### config.mk
export PLATFORM = sky130hd
export DESIGN_NAME = controller_poller_m
export DESIGN_NICKNAME = d
export VERILOG_FILES = /design/src/rtl/controller_poller_m_pkg.sv /design/src/rtl/controller_poller_m_timer.sv /design/src/rtl/controller_poller_m.sv
export SDC_FILE = /design/constraint.sdc
export NUM_CORES = 1
export LEC_CHECK = 0
export CAP_MARGIN = 30
export CORE_UTILIZATION = 40
export CTS_BUF_LIST = sky130_fd_sc_hd__clkbuf_8
export CTS_CLUSTER_DIAMETER = 100
export CTS_CLUSTER_SIZE = 12
export DETAILED_ROUTE_END_ITERATION = 8
export DONT_BUFFER_PORTS = 1
export PLACE_DENSITY = 0.6
export SLEW_MARGIN = 25
export SYNTH_ARGS = -nofsm -noshare
export SYNTH_HDL_FRONTEND = slang
export SYNTH_HIERARCHICAL = 1
export SYNTH_SLANG_ARGS = --single-unit
### constraint.sdc
create_clock -name clk_12_5875 -period 4.2 [get_ports clk_12_5875]
set_clock_uncertainty 0.15 [all_clocks]
set_input_delay 0.84 -clock clk_12_5875 [delete_from_list [all_inputs] [get_ports clk_12_5875]]
set_output_delay 0.84 -clock clk_12_5875 [all_outputs]
set_load 0.005 [all_outputs]
### src/rtl/controller_poller_m_pkg.sv
// Shared controller definitions: poll FSM encodings and button bit positions,
// also consumed by firmware-side tests.
package controller_poller_m_pkg;

   typedef enum logic [2:0] {
      ST_IDLE   = 3'd0,
      ST_LATCH  = 3'd1,
      ST_LOW    = 3'd2,
      ST_HIGH   = 3'd3,
      ST_COMMIT = 3'd4
   } poll_state_e;

   localparam int BTN_A      = 0;
   localparam int BTN_B      = 1;
   localparam int BTN_SELECT = 2;
   localparam int BTN_START  = 3;
   localparam int BTN_UP     = 4;
   localparam int BTN_DOWN   = 5;
   localparam int BTN_LEFT   = 6;
   localparam int BTN_RIGHT  = 7;

   localparam int CPU_DATA_W = 8;

endpackage

### src/rtl/controller_poller_m_timer.sv
// Phase timer: 8-bit down-counter reloaded to HALF_PERIOD-1, terminal count at zero.
module controller_timer_m #(
   parameter int HALF_PERIOD = 75
) (
   input  logic clk_i,
   input  logic rst_i,
   input  logic load_i,
   output logic tc_o
);

   localparam logic [7:0] RELOAD = 8'(HALF_PERIOD - 1);

   logic [7:0] cnt_q, cnt_d;

   always_comb begin
      cnt_d = cnt_q;
      if (load_i)
         cnt_d = RELOAD;
      else if (cnt_q != 8'd0)
         cnt_d = cnt_q - 8'd1;
   end

   always_ff @(posedge clk_i) begin
      if (rst_i)
         cnt_q <= 8'd0;
      else
         cnt_q <= cnt_d;
   end

   assign tc_o = (cnt_q == 8'd0);

endmodule

### src/rtl/controller_poller_m.sv
// Polls two serial game controllers once per start pulse and holds the
// decoded button bytes (1 = pressed) for CPU reads.
module controller_poller_m
   import controller_poller_m_pkg::*;
#(
   parameter int HALF_PERIOD = 75,
   parameter int NUM_BITS    = 8
) (
   input  logic       clk_12_5875,
   input  logic       rst,
   input  logic       start,
   input  logic       ctrl_data_1,
   input  logic       ctrl_data_2,
   output logic       ctrl_latch,
   output logic       ctrl_clk,
   input  logic       SELECT_controller,
   input  logic       address_bit,
   output logic [7:0] data_out,
   output logic       busy,
   output logic       valid
);

   localparam int IDX_W = (NUM_BITS > 1) ? $clog2(NUM_BITS) : 1;
   localparam logic [IDX_W-1:0] LAST_IDX = IDX_W'(NUM_BITS - 1);

   poll_state_e          state_q;
   logic                 latch_half_q;
   logic [IDX_W-1:0]     idx_q;
   logic [1:0]           sync1_q, sync2_q;
   logic [NUM_BITS-1:0]  sr1_q, sr2_q;
   logic [CPU_DATA_W-1:0] held1_q, held2_q;
   logic                 ctrl_latch_q, ctrl_clk_q, busy_q, valid_q;
   logic                 tim_load, tim_tc;

   always_ff @(posedge clk_12_5875) begin
      if (rst) begin
         sync1_q <= 2'b11;
         sync2_q <= 2'b11;
      end else begin
         sync1_q <= {sync1_q[0], ctrl_data_1};
         sync2_q <= {sync2_q[0], ctrl_data_2};
      end
   end

   // The timer restarts on poll start and at every terminal count of a timed
   // phase; LATCH spans two such periods so the counter stays within 8 bits.
   assign tim_load = ((state_q == ST_IDLE) && start) ||
                     (((state_q == ST_LATCH) || (state_q == ST_LOW) ||
                       (state_q == ST_HIGH)) && tim_tc);

   controller_timer_m #(
      .HALF_PERIOD (HALF_PERIOD)
   ) u_timer (
      .clk_i  (clk_12_5875),
      .rst_i  (rst),
      .load_i (tim_load),
      .tc_o   (tim_tc)
   );

   always_ff @(posedge clk_12_5875) begin
      if (rst) begin
         state_q      <= ST_IDLE;
         latch_half_q <= 1'b0;
         idx_q        <= '0;
         sr1_q        <= '0;
         sr2_q        <= '0;
         held1_q      <= '0;
         held2_q      <= '0;
         ctrl_latch_q <= 1'b0;
         ctrl_clk_q   <= 1'b1;
         busy_q       <= 1'b0;
         valid_q      <= 1'b0;
      end else begin
         case (state_q)
            ST_IDLE: begin
               if (start) begin
                  state_q      <= ST_LATCH;
                  latch_half_q <= 1'b0;
                  ctrl_latch_q <= 1'b1;
                  busy_q       <= 1'b1;
               end
            end
            ST_LATCH: begin
               if (tim_tc) begin
                  if (latch_half_q) begin
                     state_q      <= ST_LOW;
                     idx_q        <= '0;
                     ctrl_latch_q <= 1'b0;
                     ctrl_clk_q   <= 1'b0;
                  end else begin
                     latch_half_q <= 1'b1;
                  end
               end
            end
            ST_LOW: begin
               if (tim_tc) begin
                  // Shift in from the top so the first bit read lands in bit 0.
                  sr1_q      <= {~sync1_q[1], sr1_q[NUM_BITS-1:1]};
                  sr2_q      <= {~sync2_q[1], sr2_q[NUM_BITS-1:1]};
                  ctrl_clk_q <= 1'b1;
                  state_q    <= (idx_q == LAST_IDX) ? ST_COMMIT : ST_HIGH;
               end
            end
            ST_HIGH: begin
               if (tim_tc) begin
                  idx_q      <= idx_q + IDX_W'(1);
                  ctrl_clk_q <= 1'b0;
                  state_q    <= ST_LOW;
               end
            end
            ST_COMMIT: begin
               held1_q <= CPU_DATA_W'(sr1_q);
               held2_q <= CPU_DATA_W'(sr2_q);
               valid_q <= 1'b1;
               busy_q  <= 1'b0;
               state_q <= ST_IDLE;
            end
            default: begin
               state_q      <= ST_IDLE;
               ctrl_latch_q <= 1'b0;
               ctrl_clk_q   <= 1'b1;
               busy_q       <= 1'b0;
            end
         endcase
      end
   end

   always_comb begin
      data_out = 8'h00;
      if (SELECT_controller)
         data_out = address_bit ? held2_q : held1_q;
   end

   assign ctrl_latch = ctrl_latch_q;
   assign ctrl_clk   = ctrl_clk_q;
   assign busy       = busy_q;
   assign valid      = valid_q;

endmodule

# After elaboration in Yosys (flattened, before gate mapping)
# Index checks and enable logic that the tools add are counted.
[totals] elab_cells=79 register_bits=55 in_bits=7
[op_classes] muxes=25 add_sub_neg=2 n_eq_ne=10 n_reduce_logical=22 bitwise_logic=5
[ops] op="$mux W3" n=9
[ops] op="$mux W8" n=2
[ops] op="$mux W7" n=2
[ops] op="$pmux W3 S4" n=1
[ops] op="$ne A2 B2 Y1 const B" n=5
[ops] op="$reduce_and A5 Y1" n=2
[ops] op="$logic_not A8 Y1" n=1
[ops] op="$reduce_and A4 Y1" n=2
[ops] op="$reduce_bool A8 Y1" n=1
[ops] op="$sub A8 B1 Y8 const B" n=1
[ops] op="$eq A3 B2 Y1 const B" n=2
[ops] op="$eq A3 B3 Y1 const B" n=2
[ops] op="$mux W1" n=6
[ops] op="$pmux W3 S2" n=1
[ops] op="$reduce_bool A2 Y1" n=3
[ops] op="$reduce_or A3 Y1" n=2
[ops] op="$not A1 Y1" n=5
[ops] op="$pmux W1 S2" n=2
[ops] op="$pmux W1 S4" n=1
[ops] op="$reduce_and A2 Y1" n=2
[ops] op="$reduce_or A2 Y1" n=2
[ops] op="$add A3 B1 Y3 const B" n=1
[ops] op="$eq A3 B1 Y1 const B" n=1
[ops] op="$logic_not A3 Y1" n=1
[ops] op="other kinds (4)" n=7

# Depth between registers and ports, before layout
[logic_depth] word_depth=6 ltp_mapped=10 depth_no_buf=9

# Hierarchy
# The synthesis kept the hierarchy.
[modules_own_cells] mod="controller_poller_m" instances=1 cells_each=235 area_each_um2=1971.9
[modules_own_cells] mod="controller_timer_m" instances=1 cells_each=48 area_each_um2=422.9

# Least setup slack after synthesis
# Ideal clock, no wire load.
[synth_timing] path_kind="reg-to-reg" startpoint="reg u_timer.cnt_q[0]" endpoint="reg u_timer.cnt_q[3]" required_ps=3964 arrival_ps=2405 path_stages_with_launch=11 slack_ps=1559 synth_period_minus_slack_ps=2641 path_buffers=1 path_cell_list="dfxtp_1 inv_1 ha_1 or3b_2 nor2_1 buf_2 o21ai_0 a21oi_1 nor2_1 a21o_1 a211oi_1"
[synth_between] elab_chain_len=4
[synth_rtl] item="start: declaration" line_no="controller_poller_m_timer.sv:13" text="logic [7:0] cnt_q, cnt_d;"
[synth_rtl] item="start signal: assignment" line_no="controller_poller_m_timer.sv:27" text="cnt_q <= cnt_d;"
[synth_rtl] item="$logic_not A8 Y1 (*)" line_no="controller_poller_m_timer.sv:30" text="assign tc_o = (cnt_q == 8'd0);"
[synth_rtl] item="named net tim_tc" line_no="controller_poller_m.sv:33" text="logic tim_load, tim_tc;"
[synth_rtl] item="$logic_and A1 B1 Y1 (*)" line_no="controller_poller_m.sv:49" text="(state_q == ST_HIGH)) && tim_tc);"
[synth_rtl] item="$logic_or A1 B1 Y1 (*)" line_no="controller_poller_m.sv:47" text="assign tim_load = ((state_q == ST_IDLE) && start) ||"
[synth_rtl] item="named net tim_load" line_no="controller_poller_m.sv:33"
[synth_rtl] item="$mux W7 or $reduce_bool A2 Y1 (tied branches)"
# The timed path passes the listed nets; every way through them passes the cells marked *. The select of a mux whose other input is x is not followed.
# A chain may end at the register's enable or synchronous reset.

# Worst setup path after layout
# Same ends and word-level chain as after synthesis.

==> results.ini <==
[route]
ant_nets=0
vias_per_cell=5.34
drt_iter0_drc=137
dr.pass1.iters=5
num_vias=1857
wl_per_cell_um=12.6
drc_errors=0
wl_mm=4.40

[critical_path]
cp_slowest_cell=or3b_2
end_kind=flop
cpMostUsedCell=nor2_1
critPathBufInv=2
crit_chain=inv_1 > ha_1 > or3b_2 > nor2_1 > buf_4 > o21ai_0 > a21oi_1 > nor2_1 > a21o_1 > a211oi_1
crit_type=flop to flop
reg2reg_depth=10
reg2reg_slack_ns=1.48
crit_required_ns=4.28
cp_data_arrival_time_ns=2.80
path_max_fanout=17
reg2reg_to=u_timer/cnt_q[3]
r2r_start=u_timer/cnt_q[0]
worstSetupStartpointType=flop
critPathMaxStageDelay_ns=0.49
path_delay_family=compound AO/OA/AOI/OAI gates

[synthesis]
yosys.cell_types.count=43
async_reset_ff_share_pct=0
synth_top_flop_cell=dfxtp_1
seq_area_frac_synth_pct=46.0
syn_inst=283
synth_warnings=6
syn_nets=294
synth_top_area_share_pct=46.0
yosys.area.top_type=dfxtp_1
syn_area_um2=2390
synth-seq-cells=55
synth_edf_count=0
syn_area_per_cell_um2=8.46
synthTopCellsByArea=dfxtp_1 (46%), nand2_1 (9.9%), a21oi_1 (9.2%), mux2i_1 (3.3%), nor2b_1 (2.6%)

[global_route]
overflow=0
track_usage_pct=14.9
grt_antenna_before_repair=0
grt_pass1_vias=1702
grt_pass1_wl_mm=7.53
gr-usage-met3_pct=3.66
busiest_layer=met2
gr-usage-met2_pct=23.8
met1_usage_pct=19.2
grt_start_max_net_pins=52

[cts]
post_cts_resized=0
cts_root_buf=clkbuf_8
cts_buffer_depth=2
hold_buffers=0
clk_latency_ns=0.31
cts_buffers=5
cts_setup_buffers=0
htreeDepth=2
clk_pin_slew_worst_paths_ns=0.10
cts_tree=yes
cts.sinks=55

[worst_hold_path]
min_path_cells=1
min_path_type=flop to flop
holdPathEnd=sr2_q[7]
hold_start=sync2_q[1]

[run]
maxCapViolations=0

[timing]
fin_crit_sh_pct=64.9
setup_violations=0
timing_hold_violations_final=0
rsz0062_at_grt=false
max_slew_margin_pct=56.3
setup_tns_ns=0
hold_ws_ns=0.248
min_period_ns=2.72
fin_ws_ns=1.48
tightest_slew_ns=0.654
max_freq_mhz=367
slew_viol_final=0

[status]
status=completed

[pwr]
pwr-share-seq_pct=49.3
p_leak_nw=0.834
p_total_w=0.00128
p_comb_share_pct=27.4
power_density_nw_per_um2=512
pwr-share-clk_pct=23.3
irDropWorstVdd_v=0.000395
switching_share_pct=33.9
p_int_w=0.000844
p_switching_w=0.000432

[floorplanning]
io_pins=19
start_util_pct=42.4
die_area_um2=6300
core_area_um2=5640
die_h_um=79.4
rows=27
die_x_um=79.4

[finish]
drive_gt1_share_pct=6.88
syn_to_final_growth_pct=4.08
diodes=0
fin_util_pct=44.2
nets=286

[placement]
gp_congestion=0.833
io_buffer_count=0
place_ws_ns=1.54
dp_hpwl_mm=2.86

## Yosys cell counts (2+ instances only)
cell type	count
nand2_1	63
dfxtp_1	55
a21oi_1	44
nor2b_1	10
mux2i_1	8
nor2_1	8
o21ai_0	8
buf_2	7
nor3_1	7
inv_1	6
nand2b_1	6
clkbuf_1	5
a211oi_1	4
ha_1	4
or2_2	4
a21o_1	3
nor3b_1	3
nor4_1	3
or3_1	3
buf_4	2
buf_6	2
nand3_1	2
nand4_1	2
o21a_1	2
or3b_1	2
or4_1	2
xnor2_1	2
## state kept, by name, indices dropped and copies added, names as in the netlist
register       cells
state_q            3
held2_q            8
valid              1
ctrl_latch         1
u_timer/cnt_q      8
held1_q            8
sr2_q              8
ctrl_clk           1
sr1_q              8
latch_half_q       1
busy               1
idx_q              3
sync1_q            2
sync2_q            2
## worst reg2reg max path, delay by kind of cell, from the launching register on
| kind | cells | cell delay (ns) |
|---|---|---|
| adders and majority gates | 1 | 0.20 |
| DFF | 1 | 0.35 |
| AOI/OAI and AO/OA | 4 | 0.91 |
| and+or+nand+nor | 3 | 0.71 |
| buffers and inverters | 2 | 0.33 |
## layout make-up
| type | instances | area (µm²) |
|---|---|---|
| Clock inverter | 3 | 22.5 |
| Fill cell | 562 | 3150 |
| Timing Repair Buffer | 1 | 7.51 |
| Sequential cell | 55 | 1100 |
| Clock buffer | 5 | 68.8 |
| Inverter | 7 | 26.3 |
| Tap cell | 72 | 90.1 |
| Multi-Input combinational cell | 205 | 1180 |
## power groups by stage
| stage | combinational, W | clock [W] | sequential (W) |
|---|---|---|---|
| 5_1_grt | 0.000393 | 0.000330 | 0.000641 |
| 6_report | 0.000350 | 0.000297 | 0.000630 |
| 3_3_place_gp | 0.000346 | 0 | 0.000640 |
| 2_1_floorplan | 0.000308 | 0 | 0.000618 |
| 3_5_place_dp | 0.000348 | 0 | 0.000640 |
| 4_1_cts | 0.000349 | 0.000308 | 0.000629 |
## kinds of logic (layout without fill, tap and decap cells)
family	Yosys count	in the layout	synth area share, %
AND/OR/NAND/NOR	123	123	26.2
AO/OA/AOI/OAI	68	68	16.7
flip-flops	55	55	46.0
buffers and inverters	23	16	4.91
multiplexers	8	8	3.34
adder cells (fa/ha/maj)	4	4	2.09
XOR/XNOR	2	2	0.732
## placed cells by master (no fill, tap or decap), types with 2 or more instances in the layout
master	n
dfxtp_1	55
nand4_1	2
or2_2	4
xnor2_1	2
nor3_1	7
inv_1	6
nor2_1	8
clkbuf_8	5
a21o_1	3
o21a_1	2
nor3b_1	3
nand2b_1	6
mux2i_1	8
a211oi_1	4
o21ai_0	8
ha_1	4
nand2_1	63
a21oi_1	44
or4_1	2
or3b_1	2
nand3_1	2
nor4_1	3
or3_1	3
nor2b_1	10
## through the flow
stage,area (µm²),cells
2_1_floorplan,2390,283
3_3_place_gp,2400,340
3_5_place_dp,2400,340
4_1_cts,2490,348
5_1_grt,2490,348
6_report,2490,348
## metal layers
metal	routed length, µm	part of all wire (%)
met5	0	0
met2	1920	44
met4	81	1.8
met1	2200	50
met3	202	4.6
## how the worst max path moves through the flow
| stage | from | to | slack, ns | cells past startpoint |
|---|---|---|---|---|
| final | u_timer/cnt_q[0] | u_timer/cnt_q[3] | 1.48 | 10 |
| after global routing | u_timer/cnt_q[0] | u_timer/cnt_q[3] | 1.23 | 10 |
| after CTS | u_timer/cnt_q[0] | u_timer/cnt_q[3] | 1.52 | 10 |
| after detailed placement | u_timer/cnt_q[0] | u_timer/cnt_q[3] | 1.54 | 10 |
| after global placement | u_timer/cnt_q[0] | u_timer/cnt_q[3] | 1.65 | 10 |
| after floorplan | u_timer/cnt_q[0] | u_timer/cnt_q[3] | 1.56 | 10 |
Power figures use the tool's default switching activity.
==> edit 1 (same settings) <==
Encoding of `poll_state_e`: now one-hot (5 bits for 5 states).
--- a/src/rtl/controller_poller_m_pkg.sv
+++ b/src/rtl/controller_poller_m_pkg.sv
@@ -2,12 +2,12 @@
 // also consumed by firmware-side tests.
 package controller_poller_m_pkg;
 
-   typedef enum logic [2:0] {
-      ST_IDLE   = 3'd0,
-      ST_LATCH  = 3'd1,
-      ST_LOW    = 3'd2,
-      ST_HIGH   = 3'd3,
-      ST_COMMIT = 3'd4
+   typedef enum logic [4:0] {
+      ST_IDLE   = 5'b00001,
+      ST_LATCH  = 5'b00010,
+      ST_LOW    = 5'b00100,
+      ST_HIGH   = 5'b01000,
+      ST_COMMIT = 5'b10000
    } poll_state_e;
 
    localparam int BTN_A      = 0;
Formal check against the unedited RTL: no difference found for any inputs over 10 cycles, from zero or initial values and one cycle with rst high; not proved beyond that.
==> edit 1 against the unedited design <==
  * Total power grew 4.0%
  * Design area increased by 10%
  * Area after synthesis grew 7.0%
  * Critical path depth fell by 1
  * Critical path type unchanged
  * Sequential cell count up 2
  * Fmax shrank 9.0%
  * Critical endpoint unchanged
  * Setup slack got worse by 0.27 ns
  * Wire length up 12%
==> edit 1: results (changes against the unedited design) <==
| Metric | Value |
|---|---|
| Lkg Pwr | 0.933 nW (+12%) |
| Worst rel slew slack | 0.571 (+0.00752) |
| Htree depth | 3 (+1) |
| Mux cell area share after synthesis | 0.0352 (+0.00172) |
| XOR/XNOR share of the synthesized area | 0.0137 (+0.00636) |
| FMAX | 334 MHz (-9.0%) |
| Global-route wire length before repair | 8180 µm (+8.6%) |
| Synth top cells by count | nand2_1, dfxtp_1, a21oi_1, nor2_1 |
| Sequential cell area fraction in the yosys report | 0.445 (-0.0145) |
| HPWL after DPL | 3270 µm (+14%) |
| Share of layout cells above drive strength 1 | 0.0933 (+0.0245) |
| Synth area leaders | dfxtp_1, nand2_1, a21oi_1 |
| Detailed Routing Iterations Pass 1 | 4 (-1) |
| FF-to-FF setup slack | 1.21 ns (-0.27 ns) |
| Detailed-route via count | 1965 (+5.8%) |
| Vias in the first global route | 1797 (+5.6%) |
| Worst Path Arrival | 3.08 ns (+0.28 ns) |
| Placer Congestion | 0.767 (-8.0%) |
| Fin nets | 306 (+7.0%) |
| Placed Instance Area | 0.00255 mm² (+6.4%) |
| CP max FO | 11 (-6) |
| Clock slew at reported path FFs | 0.07 ns (-0.03 ns) |
| All-Layer GR Usage | 0.165 (+0.0157) |
| Synth Area in Compound Gates | 0.164 (-0.00313) |
| Status | completed |
-- edit 1: changes by cell type in the layout (fill, tap and decap cells not counted), moves of 3 or more --
cell      before  now
clkbuf_8       5   10
a211oi_1       4   10
nand3_1        2    5
nor2_1         8   11
nand2b_1       6    3
-- edit 1: layout make-up --
cell class,instances,area (µm²)
clock buffer,10,138
clock inverter,6,58.8
fill,623,3310
inverter,6,22.5
multi-input combinational,221,1300
sequential,57,1140
tap,75,93.8
-- edit 1: kinds of logic (layout without fill, tap and decap cells) --
group | count (synthesis) | after routing
and+or+nand+nor | 134 | 134
muxes | 9 | 9
AOI/OAI and AO/OA | 70 | 70
buffers and inverters | 23 | 22
adders and majority gates | 4 | 4
xor gates and xnor gates | 4 | 4
DFF | 57 | 57
-- edit 1: worst max-delay path: stages (launching register included) --
cell	delay [ns]
dfxtp_1	0.33
inv_1	0.10
ha_1	0.20
or3b_2	0.49
nor2_1	0.50
inv_1	0.14
o21ai_0	0.51
nor2_1	0.12
a21o_1	0.20
a211oi_1	0.19
-- edit 1: stage by stage --
| step | instances | utilization |
|---|---|---|
| floorplan | 301 | - |
| detailed placement | 359 | 0.422 |
| finish | 375 | 0.454 |
| global placement | 359 | 0.422 |
| global route | 375 | 0.454 |
| CTS | 375 | 0.454 |
-- edit 1: where the power goes --
group	internal (W)	switching, W	total (W)	leakage (nW)
clock	0.000286	0.000212	0.000497	0.0995
sequential	0.000572	0.0000362	0.000609	0.463
combinational	0.000107	0.000114	0.000222	0.371
total	0.000965	0.000362	0.00133	0.933
-- edit 1: worst paths after layout --
path,to,depth (start not counted)
worst max register to register,u_timer/cnt_q[3],9
worst max-delay path,u_timer/cnt_q[3],9
worst min register to register,sr2_q[7],1
worst min-delay path,sr2_q[7],1
-- edit 1: per-layer routing --
| metal | global-route usage | wire (µm) | up-vias |
|---|---|---|---|
| li1 | - | - | 1034 |
| met1 | 0.212 | 2470 | 897 |
| met2 | 0.245 | 2250 | 30 |
| met3 | 0.0622 | 139 | 4 |
| met4 | 0.0684 | 50 | 0 |
| met5 | 0 | 0 | - |
==> edit 2 (same settings) <==
Made on the original files. The parameter `NUM_BITS` goes from 8 to 16.
--- a/src/rtl/controller_poller_m.sv
+++ b/src/rtl/controller_poller_m.sv
@@ -4,7 +4,7 @@
    import controller_poller_m_pkg::*;
 #(
    parameter int HALF_PERIOD = 75,
-   parameter int NUM_BITS    = 8
+   parameter int NUM_BITS    = 16
 ) (
    input  logic       clk_12_5875,
    input  logic       rst,
Formal check against the unedited RTL: no difference found for any inputs over 10 cycles, from zero or initial values and one cycle with rst high; that may be too few to reach the edited logic, so the function may still have changed.
==> edit 2 against the unedited design <==
  * Design area grew 27%
  * Critical path depth is the same
  * Wire length up 20%
  * Sequential share of layout area rose by 1.4 points
  * Area after synthesis grew 23%
  * Final cell count rose by 29%
  * Sequential cell count is 17 higher
  * Worst hold slack gained 0.0055 ns
  * Global-route usage is 0.37 points higher
  * Setup slack worse by 0.25 ns
  * Total power increased by 33%
==> edit 2: results (changes against the unedited design) <==
| Metric | Value |
|---|---|
| HPWL after DPL | 3220 µm (+12%) |
| Vias in the first global route | 2044 (+20%) |
| Sequential cell area fraction in the yosys report | 0.491 (+0.0315) |
| Cells after synthesis | 355 (+25%) |
| Net switching power | 0.000515 W (+19%) |
| Non-Filler Instances | 448 (+29%) |
| Status | completed |
| Clock slew at reported path FFs | 0.08 ns (-0.02 ns) |
| Synth area leaders | dfxtp_1, nand2_1, a21oi_1 |
| Placer Congestion | 0.807 (-3.2%) |
| CP max FO | 24 (+7) |
| CTS root buf | clkbuf_8 |
| All-Layer GR Usage | 0.153 (+0.00372) |
| Avg Vias per Cell | 4.98 (-6.7%) |
| CTS buffer count | 9 (+4) |
| Global-route wire length before repair | 9200 µm (+22%) |
| DR iter-0 viols | 124 (-9.5%) |
| Setup Fix Bufs, Post-CTS | 0 (unchanged) |
| Htree depth | 3 (+1) |
| Lkg Pwr | 1.06 nW (+27%) |
| Clock Latency Late Sink | 0.34 ns (+0.03 ns) |
| Peak VDD IR | 234 µV (-41%) |
| Detailed Routing Iterations Pass 1 | 4 (-1) |
| Worst Path Arrival | 3.10 ns (+0.30 ns) |
| # fillers | 699 (+24%) |
| Worst Tran Pin Value | 0.835 ns (+0.181 ns) |
| Pin count of the biggest net entering global routing | 66 (+27%) |
| Distinct cell type count of the synthesized netlist | 37 (-14%) |
| Share of layout cells above drive strength 1 | 0.0795 (+0.0107) |
==> edit 2: changes by cell type after synthesis, moves of 3 or more <==
cell / delta
nand2_1: +37
a21oi_1: +12
dfxtp_1: +17
xnor2_1: +3
buf_4: +5
clkbuf_1: +3
nand2b_1: -4
o21ai_0: -3
nor2_1: +8
==> edit 2: routing by layer <==
metal / vias to the layer above / track usage / routed length [µm]
li1: 1174 / - / -
met1: 1023 / 0.199 / 2730
met2: 29 / 0.229 / 2280
met3: 4 / 0.0528 / 196
met4: 0 / 0.0671 / 52
met5: - / 0 / 0
==> edit 2: power groups by stage <==
stage	sequential, W	clock, W	combinational [W]
2_1_floorplan	0.000788	0	0.000324
3_3_place_gp	0.000807	0	0.000353
3_5_place_dp	0.000810	0	0.000353
4_1_cts	0.000794	0.000559	0.000356
5_1_grt	0.000805	0.000597	0.000404
6_report	0.000795	0.000540	0.000363
==> edit 2: stage by stage <==
step	area [µm²]	hold WS, ns	utilization	power (W)	setup slack [ns]
final	3160	0.254	0.455	0.00170	1.23
after global placement	2950	0.240	0.425	0.00116	1.31
after global routing	3160	0.269	0.455	0.00181	0.913
after detailed placement	2950	0.243	0.425	0.00116	1.26
after floorplan	2930	0.239	-	0.00111	1.70
after CTS	3150	0.255	0.454	0.00171	1.23
==> edit 2: cell type report <==
type | instances | area, µm² | share of cell area
Clock inverter | 6 | 61.3 | 0.0194
Multi-Input combinational cell | 255 | 1350 | 0.428
Tap cell | 96 | 120 | 0.0380
Inverter | 6 | 22.5 | 0.00712
Sequential cell | 72 | 1440 | 0.456
Timing Repair Buffer | 3 | 26.3 | 0.00831
Clock buffer | 10 | 138 | 0.0435
==> edit 2: worst max-delay path, stage by stage (launching register included) <==
cell and delay, ns:
dfxtp_1 0.34, inv_1 0.10, ha_1 0.21, or3b_2 0.49, nor2_1 0.10, buf_4 0.20, nand2_1 0.14, nor3_4 0.68
buf_4 0.30, nand2_1 0.07, a21oi_1 0.12
==> edit 2: final timing paths <==
check	start	endpoint	slack, ns	cells after the start
setup / recovery	u_timer/cnt_q[0]	sr2_q[0]	1.23	10
setup reg to reg	u_timer/cnt_q[0]	sr2_q[0]	1.23	10
hold / removal	sync2_q[1]	sr2_q[15]	0.25	1
hold reg to reg	sync2_q[1]	sr2_q[15]	0.25	1
==> edit 2: logic make-up (layout without fill, tap and decap cells) <==
family	after synthesis	in the layout	share of synthesized area
AND/OR/NAND/NOR	161	161	0.253
AO/OA/AOI/OAI	78	78	0.153
flip-flops	72	72	0.491
buffers and inverters	28	25	0.0478
multiplexers	8	8	0.0273
XOR/XNOR	5	5	0.0149
adder cells (fa/ha/maj)	3	3	0.0128
